File: src/rtl/hub75_pkg.sv
// Shared constants, bus payload type and pixel packing helper for the HUB75 panel receiver.
package hub75_pkg;

  localparam int unsigned WIDTH_DEF = 64;
  localparam int unsigned ROWS_DEF  = 16;
  localparam int unsigned SYNC_DEF  = 2;
  localparam int unsigned PIX_BITS  = 3;
  localparam int unsigned ADDR_W    = 4;
  localparam int unsigned FRAME_W   = 16;

  // Bit offsets of the colour channels inside one packed pixel {R,G,B}.
  localparam int unsigned R_OFS = 2;
  localparam int unsigned G_OFS = 1;
  localparam int unsigned B_OFS = 0;

  typedef logic [PIX_BITS-1:0] pix_t;

  // Level-only bus lines that travel through the synchronizer together.
  typedef struct packed {
    logic [ADDR_W-1:0] addr;
    pix_t              top;
    pix_t              bot;
    logic              oe;
  } bus_data_t;

  function automatic pix_t pix_pack(input logic r, input logic g, input logic b);
    pix_t p;
    p        = '0;
    p[R_OFS] = r;
    p[G_OFS] = g;
    p[B_OFS] = b;
    return p;
  endfunction

endpackage

File: src/rtl/hub75_if.sv
// HUB75 panel bus as driven by a panel controller (master) and seen by a panel (slave).
interface hub75_if;

  logic clk_shft;
  logic A, B, C, D;
  logic R0, G0, B0;
  logic R1, G1, B1;
  logic OE;
  logic LAT;

  modport master (output clk_shft, A, B, C, D, R0, G0, B0, R1, G1, B1, OE, LAT);
  modport slave  (input  clk_shft, A, B, C, D, R0, G0, B0, R1, G1, B1, OE, LAT);

endinterface

File: src/rtl/hub75_sync_edge.sv
// SYNC-deep synchronizer for a group of bus bits, with optional rising-edge detect
// taken between the last stage and one extra history flop.
module hub75_sync_edge #(
  parameter int unsigned W    = 1,
  parameter int unsigned SYNC = 2,
  parameter bit          EDGE = 1'b1
) (
  input  logic         clk,
  input  logic         rst,
  input  logic [W-1:0] d,
  output logic [W-1:0] q,
  output logic [W-1:0] rise
);

  logic [W-1:0] stg [SYNC];

  always_ff @(posedge clk) begin
    if (!rst) begin
      for (int i = 0; i < SYNC; i++) stg[i] <= '0;
    end else begin
      stg[0] <= d;
      for (int i = 1; i < SYNC; i++) stg[i] <= stg[i-1];
    end
  end

  assign q = stg[SYNC-1];

  // Edge form keeps one more sample so the edge lines up with q.
  if (EDGE) begin : g_edge
    logic [W-1:0] prev;
    always_ff @(posedge clk) begin
      if (!rst) prev <= '0;
      else      prev <= stg[SYNC-1];
    end
    assign rise = stg[SYNC-1] & ~prev;
  end else begin : g_level
    assign rise = '0;
  end

endmodule

File: src/rtl/hub75_panel_rx.sv
// HUB75 receive-side panel model: rebuilds shifted rows, reports latched rows,
// completed frames and bus protocol violations.
module hub75_panel_rx
  import hub75_pkg::*;
#(
  parameter int unsigned WIDTH = WIDTH_DEF,
  parameter int unsigned ROWS  = ROWS_DEF,
  parameter int unsigned SYNC  = SYNC_DEF
) (
  input  logic                      clk,
  input  logic                      rst,
  hub75_if.slave                    bus,
  output logic                      row_valid,
  output logic [ADDR_W-1:0]         row_addr,
  output logic [PIX_BITS*WIDTH-1:0] row_top,
  output logic [PIX_BITS*WIDTH-1:0] row_bot,
  output logic                      frame_done,
  output logic [FRAME_W-1:0]        frame_cnt,
  output logic                      len_err,
  output logic                      seq_err,
  output logic                      ghost_err,
  output logic                      lat_shf_err
);

  localparam int unsigned ROW_W  = PIX_BITS * WIDTH;
  localparam int unsigned CNT_W  = $clog2(WIDTH + 2);
  localparam int unsigned DATA_W = $bits(bus_data_t);
  localparam logic [CNT_W-1:0]  CNT_FULL = CNT_W'(WIDTH);
  localparam logic [CNT_W-1:0]  CNT_SAT  = CNT_W'(WIDTH + 1);
  localparam logic [ADDR_W-1:0] LAST_ROW = ADDR_W'(ROWS - 1);

  logic              shf_rise, shf_lvl_unused;
  logic              lat_rise, lat_lvl;
  bus_data_t         bd_in, bd;
  logic [DATA_W-1:0] data_rise_unused;

  hub75_sync_edge #(.W(1), .SYNC(SYNC), .EDGE(1'b1)) u_shf (
    .clk(clk), .rst(rst), .d(bus.clk_shft), .q(shf_lvl_unused), .rise(shf_rise)
  );

  hub75_sync_edge #(.W(1), .SYNC(SYNC), .EDGE(1'b1)) u_lat (
    .clk(clk), .rst(rst), .d(bus.LAT), .q(lat_lvl), .rise(lat_rise)
  );

  assign bd_in = {bus.D, bus.C, bus.B, bus.A,
                  pix_pack(bus.R0, bus.G0, bus.B0),
                  pix_pack(bus.R1, bus.G1, bus.B1),
                  bus.OE};

  hub75_sync_edge #(.W(DATA_W), .SYNC(SYNC), .EDGE(1'b0)) u_data (
    .clk(clk), .rst(rst), .d(bd_in), .q(bd), .rise(data_rise_unused)
  );

  logic [ROW_W-1:0]  top_sr, bot_sr, top_nx, bot_nx;
  logic [CNT_W-1:0]  cnt, cnt_nx;
  logic [ADDR_W-1:0] exp_row;
  logic              do_shift;

  // A shift coinciding with the LAT rise still lands in the row being latched.
  always_comb begin
    do_shift = shf_rise && (!lat_lvl || lat_rise);
    top_nx   = top_sr;
    bot_nx   = bot_sr;
    cnt_nx   = cnt;
    if (do_shift) begin
      top_nx = {top_sr[ROW_W-PIX_BITS-1:0], bd.top};
      bot_nx = {bot_sr[ROW_W-PIX_BITS-1:0], bd.bot};
      if (cnt != CNT_SAT) cnt_nx = cnt + CNT_W'(1);
    end
  end

  always_ff @(posedge clk) begin
    if (!rst) begin
      top_sr      <= '0;
      bot_sr      <= '0;
      cnt         <= '0;
      exp_row     <= '0;
      row_valid   <= 1'b0;
      row_addr    <= '0;
      row_top     <= '0;
      row_bot     <= '0;
      frame_done  <= 1'b0;
      frame_cnt   <= '0;
      len_err     <= 1'b0;
      seq_err     <= 1'b0;
      ghost_err   <= 1'b0;
      lat_shf_err <= 1'b0;
    end else begin
      row_valid   <= 1'b0;
      frame_done  <= 1'b0;
      len_err     <= 1'b0;
      seq_err     <= 1'b0;
      ghost_err   <= lat_rise && !bd.oe;
      lat_shf_err <= shf_rise && lat_lvl && !lat_rise;
      top_sr      <= top_nx;
      bot_sr      <= bot_nx;
      cnt         <= cnt_nx;
      if (lat_rise) begin
        row_valid <= 1'b1;
        row_addr  <= bd.addr;
        row_top   <= top_nx;
        row_bot   <= bot_nx;
        len_err   <= (cnt_nx != CNT_FULL);
        cnt       <= '0;
        // Expected-row tracking: in-order rows complete a frame, a stray 0 restarts one.
        if (bd.addr == exp_row) begin
          if (bd.addr == LAST_ROW) begin
            frame_done <= 1'b1;
            frame_cnt  <= frame_cnt + FRAME_W'(1);
            exp_row    <= '0;
          end else begin
            exp_row <= exp_row + ADDR_W'(1);
          end
        end else begin
          seq_err <= 1'b1;
          exp_row <= (bd.addr == '0) ? ADDR_W'(1) : '0;
        end
      end
    end
  end

endmodule

File: src/flat_wrapper.sv
// flat-port wrapper written by rule: the top's interface ports become plain ports
module hub75_panel_rx_flat import hub75_pkg::*;
#(
  parameter int unsigned WIDTH = WIDTH_DEF,
  parameter int unsigned ROWS  = ROWS_DEF,
  parameter int unsigned SYNC  = SYNC_DEF
)
  (clk, rst, row_valid, row_addr, row_top, row_bot, frame_done, frame_cnt, len_err, seq_err, ghost_err, lat_shf_err, bus_clk_shft, bus_A, bus_B, bus_C, bus_D, bus_R0, bus_G0, bus_B0, bus_R1, bus_G1, bus_B1, bus_OE, bus_LAT);
  hub75_if bus_i ();
  input  logic clk;
  input  logic rst;
  output logic row_valid;
  output logic [ADDR_W-1:0] row_addr;
  output logic [PIX_BITS*WIDTH-1:0] row_top;
  output logic [PIX_BITS*WIDTH-1:0] row_bot;
  output logic frame_done;
  output logic [FRAME_W-1:0] frame_cnt;
  output logic len_err;
  output logic seq_err;
  output logic ghost_err;
  output logic lat_shf_err;
  input wire logic [$bits(bus_i.clk_shft)-1:0] bus_clk_shft;
  input wire logic [$bits(bus_i.A)-1:0] bus_A;
  input wire logic [$bits(bus_i.B)-1:0] bus_B;
  input wire logic [$bits(bus_i.C)-1:0] bus_C;
  input wire logic [$bits(bus_i.D)-1:0] bus_D;
  input wire logic [$bits(bus_i.R0)-1:0] bus_R0;
  input wire logic [$bits(bus_i.G0)-1:0] bus_G0;
  input wire logic [$bits(bus_i.B0)-1:0] bus_B0;
  input wire logic [$bits(bus_i.R1)-1:0] bus_R1;
  input wire logic [$bits(bus_i.G1)-1:0] bus_G1;
  input wire logic [$bits(bus_i.B1)-1:0] bus_B1;
  input wire logic [$bits(bus_i.OE)-1:0] bus_OE;
  input wire logic [$bits(bus_i.LAT)-1:0] bus_LAT;
  assign bus_i.clk_shft = bus_clk_shft;
  assign bus_i.A = bus_A;
  assign bus_i.B = bus_B;
  assign bus_i.C = bus_C;
  assign bus_i.D = bus_D;
  assign bus_i.R0 = bus_R0;
  assign bus_i.G0 = bus_G0;
  assign bus_i.B0 = bus_B0;
  assign bus_i.R1 = bus_R1;
  assign bus_i.G1 = bus_G1;
  assign bus_i.B1 = bus_B1;
  assign bus_i.OE = bus_OE;
  assign bus_i.LAT = bus_LAT;
  hub75_panel_rx #(.WIDTH(WIDTH), .ROWS(ROWS), .SYNC(SYNC)) u_core (.clk(clk), .rst(rst), .bus(bus_i), .row_valid(row_valid), .row_addr(row_addr), .row_top(row_top), .row_bot(row_bot), .frame_done(frame_done), .frame_cnt(frame_cnt), .len_err(len_err), .seq_err(seq_err), .ghost_err(ghost_err), .lat_shf_err(lat_shf_err));
endmodule
File: config.mk
export PLATFORM = sky130hd
export DESIGN_NAME = hub75_panel_rx_flat
export DESIGN_NICKNAME = d
export VERILOG_FILES = /design/src/rtl/hub75_pkg.sv /design/src/rtl/hub75_if.sv /design/src/rtl/hub75_sync_edge.sv /design/src/rtl/hub75_panel_rx.sv /design/src/flat_wrapper.sv
export SDC_FILE = /design/constraint.sdc
export NUM_CORES = 1
export LEC_CHECK = 0
export ABC_CLOCK_PERIOD_IN_PS = 2100
export BUFFER_PORTS_ARGS = -buffer_cell sky130_fd_sc_hd__buf_2
export CAP_MARGIN = 20
export CORE_ASPECT_RATIO = 2
export CORE_MARGIN = 5
export CORE_UTILIZATION = 35
export DETAILED_ROUTE_END_ITERATION = 10
export GPL_ROUTABILITY_DRIVEN = 0
export HOLD_SLACK_MARGIN = 0.06
export SKIP_CTS_REPAIR_TIMING = 1
export SYNTH_ARGS = -nofsm -noshare
export SYNTH_HDL_FRONTEND = slang
export SYNTH_SLANG_ARGS = --single-unit
File: constraint.sdc
create_clock -name clk -period 2.1 [get_ports clk]
set_input_delay 0.42 -clock clk [delete_from_list [all_inputs] [get_ports clk]]
set_output_delay 0.42 -clock clk [all_outputs]
set_load 0.03 [all_outputs]
==> results of run 1 <==
## layout by cell type, fill, tap and decap left out, types with 13 or more instances in the layout
master,instances
dfxtp_1,833
nand2_1,792
buf_2,423
and3_1,391
a21o_1,386
a21boi_1,300
a21boi_0,88
clkbuf_16,78
buf_4,53
and2_1,40
buf_12,37
clkbuf_1,15
xnor2_1,14
dlygate4sd3_1,13
## power by group
| group | leakage [nW] | internal, W | switching, W |
|---|---|---|---|
| clock | 1.24 | 0.00816 | 0.00621 |
| sequential | 6.71 | 0.0158 | 0.0000194 |
| combinational | 11.2 | 0.000334 | 0.000684 |
| total | 19.2 | 0.0243 | 0.00691 |
## layer usage
layer / track usage / part of all wire / vias up
met2: 0.298 / 0.49 / 577
met1: 0.215 / 0.43 / 10996
li1: - / - / 11476
met5: 0 / 0.00013 / -
met3: 0.0413 / 0.065 / 76
met4: 0.0518 / 0.018 / 2
## cells by family (layout without fill, tap and decap cells)
| group | after synthesis | after routing | share of synthesized area |
|---|---|---|---|
| simple gates | 1287 | 1287 | 0.202 |
| flops | 833 | 833 | 0.554 |
| compound gates | 789 | 789 | 0.197 |
| buf+inv | 274 | 668 | 0.0381 |
| xor+xnor | 19 | 19 | 0.00553 |
| mux | 7 | 7 | 0.00233 |
| fa+ha+maj | 4 | 4 | 0.00166 |
| other cells | 0 | 1 | 0 |
## final timing paths
| check | start | endpoint | slack [ns] | depth (start not counted) |
|---|---|---|---|---|
| max | u_core.u_lat.stg[0][1] | u_core.row_bot[160] | 0.24 | 7 |
| min | rst | u_core.bot_sr[50] | 0.23 | 2 |
| max reg2reg | u_core.u_lat.stg[0][1] | u_core.row_bot[160] | 0.24 | 7 |
| min reg2reg | u_core.u_data.stg[0][11] | u_core.ghost_err | 0.41 | 1 |
## flip-flops by register name, indices dropped and copies added, names as in the netlist
signal and count:
u_core.row_top 192, u_core.top_sr 192, u_core.frame_cnt 16, u_core.u_shf.stg 2, u_core.frame_done 1, u_core.cnt 7
u_core.u_lat.g_edge.prev 1, u_core.u_shf.g_edge.prev 1, u_core.len_err 1, u_core.seq_err 1, u_core.exp_row 4, u_core.lat_shf_err 1
u_core.row_addr 4, u_core.u_lat.stg 2, u_core.row_bot 192, u_core.row_valid 1, u_core.u_data.stg 22, u_core.ghost_err 1
u_core.bot_sr 192
## final cells by class
type                    count  area (um^2)
well taps                1078         1350
clock inverters            29          392
repair buffers            527         3400
clock buffers             105         2170
fillers                  8493        49200
inverters                   7         26.3
multi-input cells        2106        12300
diodes                      1         2.50
flip-flops and latches    833        16700
## stage by stage
step | hold slack (ns) | std cells | util | power (W) | setup slack (ns)
floorplan | 0.368 | 3213 | - | 0.0168 | 0.345
global placement | 0.392 | 4538 | 0.393 | 0.0172 | 0.260
detailed placement | 0.406 | 4538 | 0.393 | 0.0172 | 0.249
CTS | -0.0933 | 4672 | 0.423 | 0.0317 | 0.226
global route | 0.212 | 4685 | 0.425 | 0.0324 | 0.108
finish | 0.232 | 4686 | 0.425 | 0.0312 | 0.235
==> impl_metrics.toml, run 1 <==
[route]
vias_per_cell = 4.94
drt_first_pass_iters = 5
ant_nets = 0
wl_per_cell_um = 17.5
wl_um = 82100
drc = 0
num_vias = 23127
dr.first_iter.drc_count = 1256

[yosys]
ys_top_cells_by_count = "dfxtp_1, nand2_1, and3_1"
synth_edf_count = 0
syn_nets = 3232
ys_ff_latch = 833
yosysSeqAreaShare = 0.554
yosysWarnings = 0
ys.flop_type = "dfxtp_1"
yosysMostFrequentCell = "dfxtp_1"
netlist_instances = 3213
syn_avg_cell_area_um2 = 9.37
async_reset_ff_frac = 0
synthTopCellsByArea = "dfxtp_1, nand2_1, a21o_1"
ys_types = 40
syn_area_mm2 = 0.0301
synth_top_cell_by_area = "dfxtp_1"
synth_top_area_frac = 0.554

[worst_hold_path]
hold_class = "in2reg"

[global_route]
grt_usage = 0.173
antenna_found_initial = 2
grt_pass1_wl_um = 130000
grt-ovfl-total = 0
grt_max_degree = 117
grt_pass1_vias = 22946

[placement]
place_area_mm2 = 0.0336
portBuffers = 424
hpwl_um = 54100

[setup_path]
crit_required_ns = 2.69
critical-path-max-stage-delay_ns = 0.36
critPathBufInv = 2
cp-start-kind = "register"
cp_cell_sequence = "and2_1 > nor2_4 > buf_12 > buf_4 > nand2_1 > a21boi_0 > a21o_1"
setup.worst_path.class = "reg2reg"
cp_max_fo = 15
crit_arrival_ns = 2.46
end_kind = "register"
slowest_stage = "dfxtp_1"
cp_top_family = "simple AND/OR/NAND/NOR gates"

[sta]
fmaxAchievable_mhz = 536
finalSetupViolations = 0
rsz0062_at_grt = "no"
setup_tns_ns = 0
min_period_over_period = 0.888
finClkSkew_ns = 0.0265
min_period_ns = 1.86
hold_viol_final = 0
tightest_slew_ns = 0.599
drv_slew = 0
slew_headroom = 0.600

[clocking]
cts_inserted_buffers = 75
clockBufferDepth = 3
cts.htree.levels = 3
cts.clk_slew.worst_paths_ns = 0.07
cts_root_buffer = "clkbuf_16"
tritoncts = "built"
clkLatencyLatePin_ns = 0.65
clock-sinks = 833

[floorplan]
coreArea_mm2 = 0.0856
num_rows = 152
start_util = 0.352
die_area_mm2 = 0.0924
io_pins = 425
die_y_um = 425
die_w_um = 217

[power]
vdd_drop_max_mv = 0.790
p_leak_nw = 19.2
powerDensity_mw_per_mm2 = 859

[finish]
final_nets = 3569
area_growth_pct = 20.7
layout-drive-gt1-share = 0.180
final_area_mm2 = 0.0363

[status]
status = "finished clean"

[job]
cap_violations = 0
No activity file was read; power rests on OpenSTA's default activity.
==> run 2, diff against run 1 <==
ABC_AREA = 1   (was not set)
==> run 2 against run 1 <==
- design area up 5.2%
- global-route usage down 0.48 points
- register-to-register slack better by 0.04 ns
- count of clock-buffer cells in the layout unchanged
- non-clock buffer count up 2
- cell count up 29%
- sequential power about the same
- total power up 0.80%
- maximum frequency up 2.1%
- critical endpoint is now u_core.row_top[152]
==> impl_metrics.toml, run 2 <==
[floorplan]
die_y_um = 437
num_rows = 156
io_pins = 425
die_w_um = 224
start_util = 0.353
die_area_mm2 = 0.0979
coreArea_mm2 = 0.0906

[sta]
min_period_over_period = 0.870
tightest_slew_ns = 0.622
finClkSkew_ns = 0.0209
finalSetupViolations = 0
slew_headroom = 0.585
hold_viol_final = 0
drv_slew = 0
rsz0062_at_grt = "no"
min_period_ns = 1.83
fmaxAchievable_mhz = 547
setup_tns_ns = 0

[clocking]
cts.htree.levels = 3
clockBufferDepth = 3
clock-sinks = 833
cts.clk_slew.worst_paths_ns = 0.07
clkLatencyLatePin_ns = 0.67
cts_root_buffer = "clkbuf_16"
cts_inserted_buffers = 76
tritoncts = "built"

[worst_hold_path]
holdPathStages = 3
hold_class = "in2reg"

[finish]
n_antenna_cell = 0
final_util = 0.422
final-instance-count-excl-fill = 6057
final_nets = 4831
layout-drive-gt1-share = 0.142
layout_common_cells = "nand2_1, dfxtp_1, inv_1"
layout_commonest_cell = "nand2_1"
area_growth_pct = 19.6

[route]
wl_per_cell_um = 13.9
routed.top_layer = "met4"
drt_first_pass_iters = 5
wl_met3_um = 5320
num_vias = 27030
met1_length_um = 36400
dr.first_iter.drc_count = 1684
drc = 0
wl_um = 84400
vias_per_cell = 4.46
ant_nets = 0
wl_met2_um = 40700

[setup_path]
slowest_stage = "dfxtp_1"
cp-start-kind = "register"
crit_arrival_ns = 2.42
cp_cell_sequence = "nand2_1 > inv_2 > nor2_8 > clkinv_16 > buf_12 > o21ai_1 > nand2_1 > a21oi_1"
cp.depth = 8
end_kind = "register"
critPathBufInv = 3
rr_worst_depth = 8
cp_top_family = "buffers and inverters"
crit_required_ns = 2.69
cp_max_fo = 76
path_common_cell = "nand2_1"
setup.worst_path.class = "reg2reg"
critical-path-max-stage-delay_ns = 0.32

[power]
clockPowerShare = 0.466
powerDensity_mw_per_mm2 = 823
switching_share = 0.224
p_comb_frac = 0.031
vdd_drop_max_mv = 0.682
p_switching_w = 0.00706
p_leak_nw = 14.2
p_int_w = 0.0244
seqPwrFrac = 0.503

[global_route]
grt_pass1_wl_um = 135000
grt_max_degree = 109
antenna_found_initial = 0
grt_pass1_vias = 25390
grt_usage = 0.168
grt-ovfl-total = 0

[yosys]
netlist_instances = 4468
synth.area.mux_share = 0
yosysWarnings = 0
syn_area_mm2 = 0.0320
ys_top_cells_by_count = "nand2_1, dfxtp_1, inv_1"
synth_edf_count = 0
synth_top_area_frac = 0.522
syn_nets = 4487
synthAdderAreaFrac = 0.00157
syn_avg_cell_area_um2 = 7.16
synth_xor_xnor_area_share = 0.00329
synthTopCellsByArea = "dfxtp_1, nand2_1, inv_1"
async_reset_ff_frac = 0
synth_top_cell_by_area = "dfxtp_1"
yosysMostFrequentCell = "nand2_1"
ys_ff_latch = 833
synth_compound_area_frac = 0.130
ys_types = 30
ys.flop_type = "dfxtp_1"
yosysSeqAreaShare = 0.522
synth_top_family_by_area = "simple AND/OR/NAND/NOR gates"
synthSimpleGateAreaFrac = 0.207

[status]
status = "finished clean"

[job]
cap_violations = 0

[placement]
portBuffers = 424
placed_cells = 5906
hpwl_um = 58500
==> run 2: worst reg2reg max path, stage by stage, from the launching register on <==
cell and delay [ns]:
dfxtp_1 0.32, nand2_1 0.12, inv_2 0.08, nor2_8 0.17, clkinv_16 0.23, buf_12 0.34, o21ai_1 0.25, nand2_1 0.08
a21oi_1 0.17
==> run 2: worst paths after layout <==
kind	to	from	slack, ns
max reg2reg	u_core.row_top[152]	u_core.u_lat.g_edge.prev	0.27
min	u_core.u_lat.g_edge.prev	rst	0.08
min reg2reg	u_core.ghost_err	u_core.u_data.stg[0][11]	0.39
max	u_core.row_top[152]	u_core.u_lat.g_edge.prev	0.27
==> run 2: final cells by class <==
type	instances	area, um^2
fill	9522	52300
sequential	833	16700
multi-input combinational	2547	10900
timing repair buffer	529	3360
inverter	825	3140
clock buffer	105	2140
tap	1185	1480
clock inverter	33	484
==> run 2: through the flow <==
step / area, um^2 / power (W) / hold WS [ns] / setup slack, ns
6_report: 38200 / 0.0315 / 0.0844 / 0.273
5_1_grt: 38200 / 0.0327 / 0.100 / 0.0886
4_1_cts: 38100 / 0.0320 / -0.126 / 0.240
3_5_place_dp: 35500 / 0.0172 / 0.381 / 0.282
3_3_place_gp: 35500 / 0.0172 / 0.377 / 0.283
2_1_floorplan: 32000 / 0.0168 / 0.368 / 0.540
==> run 2: power by group through the flow <==
stage | Sequential, W | Combinational (W) | Clock [W]
2_1_floorplan | 0.0162 | 0.000632 | 0
3_3_place_gp | 0.0162 | 0.000970 | 0
3_5_place_dp | 0.0162 | 0.000970 | 0
4_1_cts | 0.0158 | 0.000972 | 0.0152
5_1_grt | 0.0158 | 0.00107 | 0.0158
6_report | 0.0158 | 0.000973 | 0.0147
==> run 2: routing by layer <==
metal	vias to the layer above	global-route usage
met5	-	0
met4	0	0.0552
met3	95	0.0359
met2	573	0.290
met1	12249	0.209
li1	14113	-
==> run 2: logic make-up after synthesis <==
kind of cell,after synthesis
buffers and inverters,1088
AO/OA/AOI/OAI,794
flip-flops,833
adder cells (fa/ha/maj),4
AND/OR/NAND/NOR,1737
XOR/XNOR,12
==> run 3, diff against run 2 <==
CORE_MARGIN = not set   (was 5)
CTS_BUF_LIST = sky130_fd_sc_hd__clkbuf_4 sky130_fd_sc_hd__clkbuf_8   (was not set)
==> run 3 against run 2 <==
- critical path depth shrank 7
- count of clock-buffer cells in the layout is 79 higher
- routed wire length is 0.19% lower
- die area is 5.3% lower
- setup slack worse by 0.084 ns
- combinational power fell by 2%
- clock power fell by 7%
- clock skew increased by 0.028 ns
- critical path type is now reg2out
- highest routed layer unchanged
==> impl_metrics.toml, run 3 (synthesis results as in run 2) <==
[global_route]
grt_pass1_vias = 25811
grt_usage = 0.181
grt_max_degree = 119
antenna_found_initial = 5
grt-ovfl-total = 0
grt_pass1_wl_um = 135000

[setup_path]
setup.worst_path.class = "reg2out"
cp_cell_sequence = "buf_2"
cp_top_family = "flip-flops"
critPathBufInv = 1
critical-path-max-stage-delay_ns = 0.43
crit_arrival_ns = 1.49
crit_required_ns = 1.68
cp_max_fo = 2
r2r-start = "u_core.u_shf.stg[0][1]"
ff2ff_setup_slack_ns = 0.23
cp-start-kind = "register"
rr_endpoint = "u_core.row_top[146]"
slowest_stage = "dfxtp_1"
end_kind = "output port"
rr_worst_depth = 7

[clocking]
cts_inserted_buffers = 116
tritoncts = "built"
clock-sinks = 833
cts.htree.levels = 3
cts.clk_slew.worst_paths_ns = 0.07
clkLatencyLatePin_ns = 0.81
cts_root_buffer = "clkbuf_8"
clockBufferDepth = 3

[power]
vdd_drop_max_mv = 0.643
finalPower_w = 0.0304
seqPwrFrac = 0.521
powerDensity_mw_per_mm2 = 799
p_comb_frac = 0.031
p_switching_w = 0.00703
clockPowerShare = 0.447
p_leak_nw = 14.2
switching_share = 0.231
p_int_w = 0.0234

[floorplan]
io_pins = 425
num_rows = 156
coreArea_mm2 = 0.0904
die_y_um = 429
die_w_um = 216
die_area_mm2 = 0.0926
start_util = 0.354

[sta]
finalSetupViolations = 0
setup_tns_ns = 0
finClkSkew_ns = 0.0485
slew_headroom = 0.599
min_period_over_period = 0.910
rsz0062_at_grt = "no"
fmaxAchievable_mhz = 523
min_period_ns = 1.91
hold_viol_final = 0
tightest_slew_ns = 0.601
drv_slew = 0

[worst_hold_path]
hp-start = "bus_clk_shft"
holdPathStages = 4
hold_class = "in2reg"
min_to = "u_core.u_shf.stg[0][0]"

[finish]
area_growth_pct = 19.0
layout-drive-gt1-share = 0.155
layout_common_cells = "nand2_1, dfxtp_1, inv_1"
layout_commonest_cell = "nand2_1"
final_nets = 4868

[job]
cap_violations = 0

[placement]
hpwl_um = 57200
portBuffers = 424

[route]
drt_first_pass_iters = 4
wl_per_cell_um = 13.7
drc = 0
wl_um = 84200
ant_nets = 0
num_vias = 27434
vias_per_cell = 4.48
dr.first_iter.drc_count = 1413

[status]
status = "finished clean"
-- run 3: cell types whose count changed in the layout (fill, tap and decap cells not counted), sizes merged --
cell | previous run | this run
diode | 0 | 9
bufinv | 9 | 3
inv | 828 | 827
clkinvlp | 2 | 3
clkinv | 19 | 10
buf | 516 | 512
dlygate4sd3 | 13 | 14
clkbuf | 105 | 184
-- run 3: metrics by stage --
| stage | instances | hold slack [ns] | util | cell area [um^2] | worst slack (ns) |
|---|---|---|---|---|---|
| 4_1_cts | 6104 | -0.292 | 0.419 | 37900 | 0.0480 |
| 3_5_place_dp | 5902 | 0.384 | 0.391 | 35400 | 0.201 |
| 3_3_place_gp | 5902 | 0.373 | 0.391 | 35400 | 0.242 |
| 6_report | 6127 | 0.381 | 0.421 | 38000 | 0.189 |
| 2_1_floorplan | 4468 | 0.368 | - | 32000 | 0.540 |
| 5_1_grt | 6125 | 0.331 | 0.421 | 38000 | 0.0304 |
-- run 3: power groups by stage --
stage | registers, W | clock network (W) | logic, W
floorplan | 0.0162 | 0 | 0.000632
global placement | 0.0162 | 0 | 0.000951
detailed placement | 0.0162 | 0 | 0.000951
CTS | 0.0158 | 0.0141 | 0.000953
global route | 0.0158 | 0.0147 | 0.00105
finish | 0.0158 | 0.0136 | 0.000954
-- run 3: cell type report --
class / count / area [um^2]
multi-input combinational: 2547 / 10900
clock inverter: 18 / 209
timing repair buffer: 526 / 3250
clock buffer: 184 / 2310
inverter: 825 / 3140
fill: 9547 / 52300
sequential: 833 / 16700
antenna: 9 / 22.5
tap: 1185 / 1480
-- run 3: worst max-delay path by stage --
| stage | start | to | slack (ns) | cells past startpoint |
|---|---|---|---|---|
| 6_report | u_core.row_top[3] | row_top[3] | 0.19 | 1 |
| 5_1_grt | u_core.u_lat.g_edge.prev | u_core.row_bot[25] | 0.03 | 8 |
| 4_1_cts | u_core.frame_cnt[5] | frame_cnt[5] | 0.05 | 1 |
| 3_5_place_dp | u_core.u_lat.g_edge.prev | u_core.row_top[146] | 0.20 | 8 |
| 3_3_place_gp | u_core.u_shf.g_edge.prev | u_core.row_bot[20] | 0.24 | 8 |
| 2_1_floorplan | u_core.frame_cnt[0] | u_core.frame_cnt[14] | 0.54 | 9 |
-- run 3: worst register-to-register path, delay by kind of cell, from the launching register on --
| family | cells | cell delay, ns |
|---|---|---|
| buffers and inverters | 2 | 0.74 |
| AND/OR/NAND/NOR | 3 | 0.39 |
| flip-flops | 1 | 0.36 |
| AO/OA/AOI/OAI | 2 | 0.33 |
-- run 3: metal layers --
layer  track usage  vias up  part of all wire
met1         0.214    12497              0.43
met3        0.0428      127             0.060
met2         0.311      619              0.48
li1              -    14191                 -
met5             0        -                 0
met4        0.0723        0             0.029
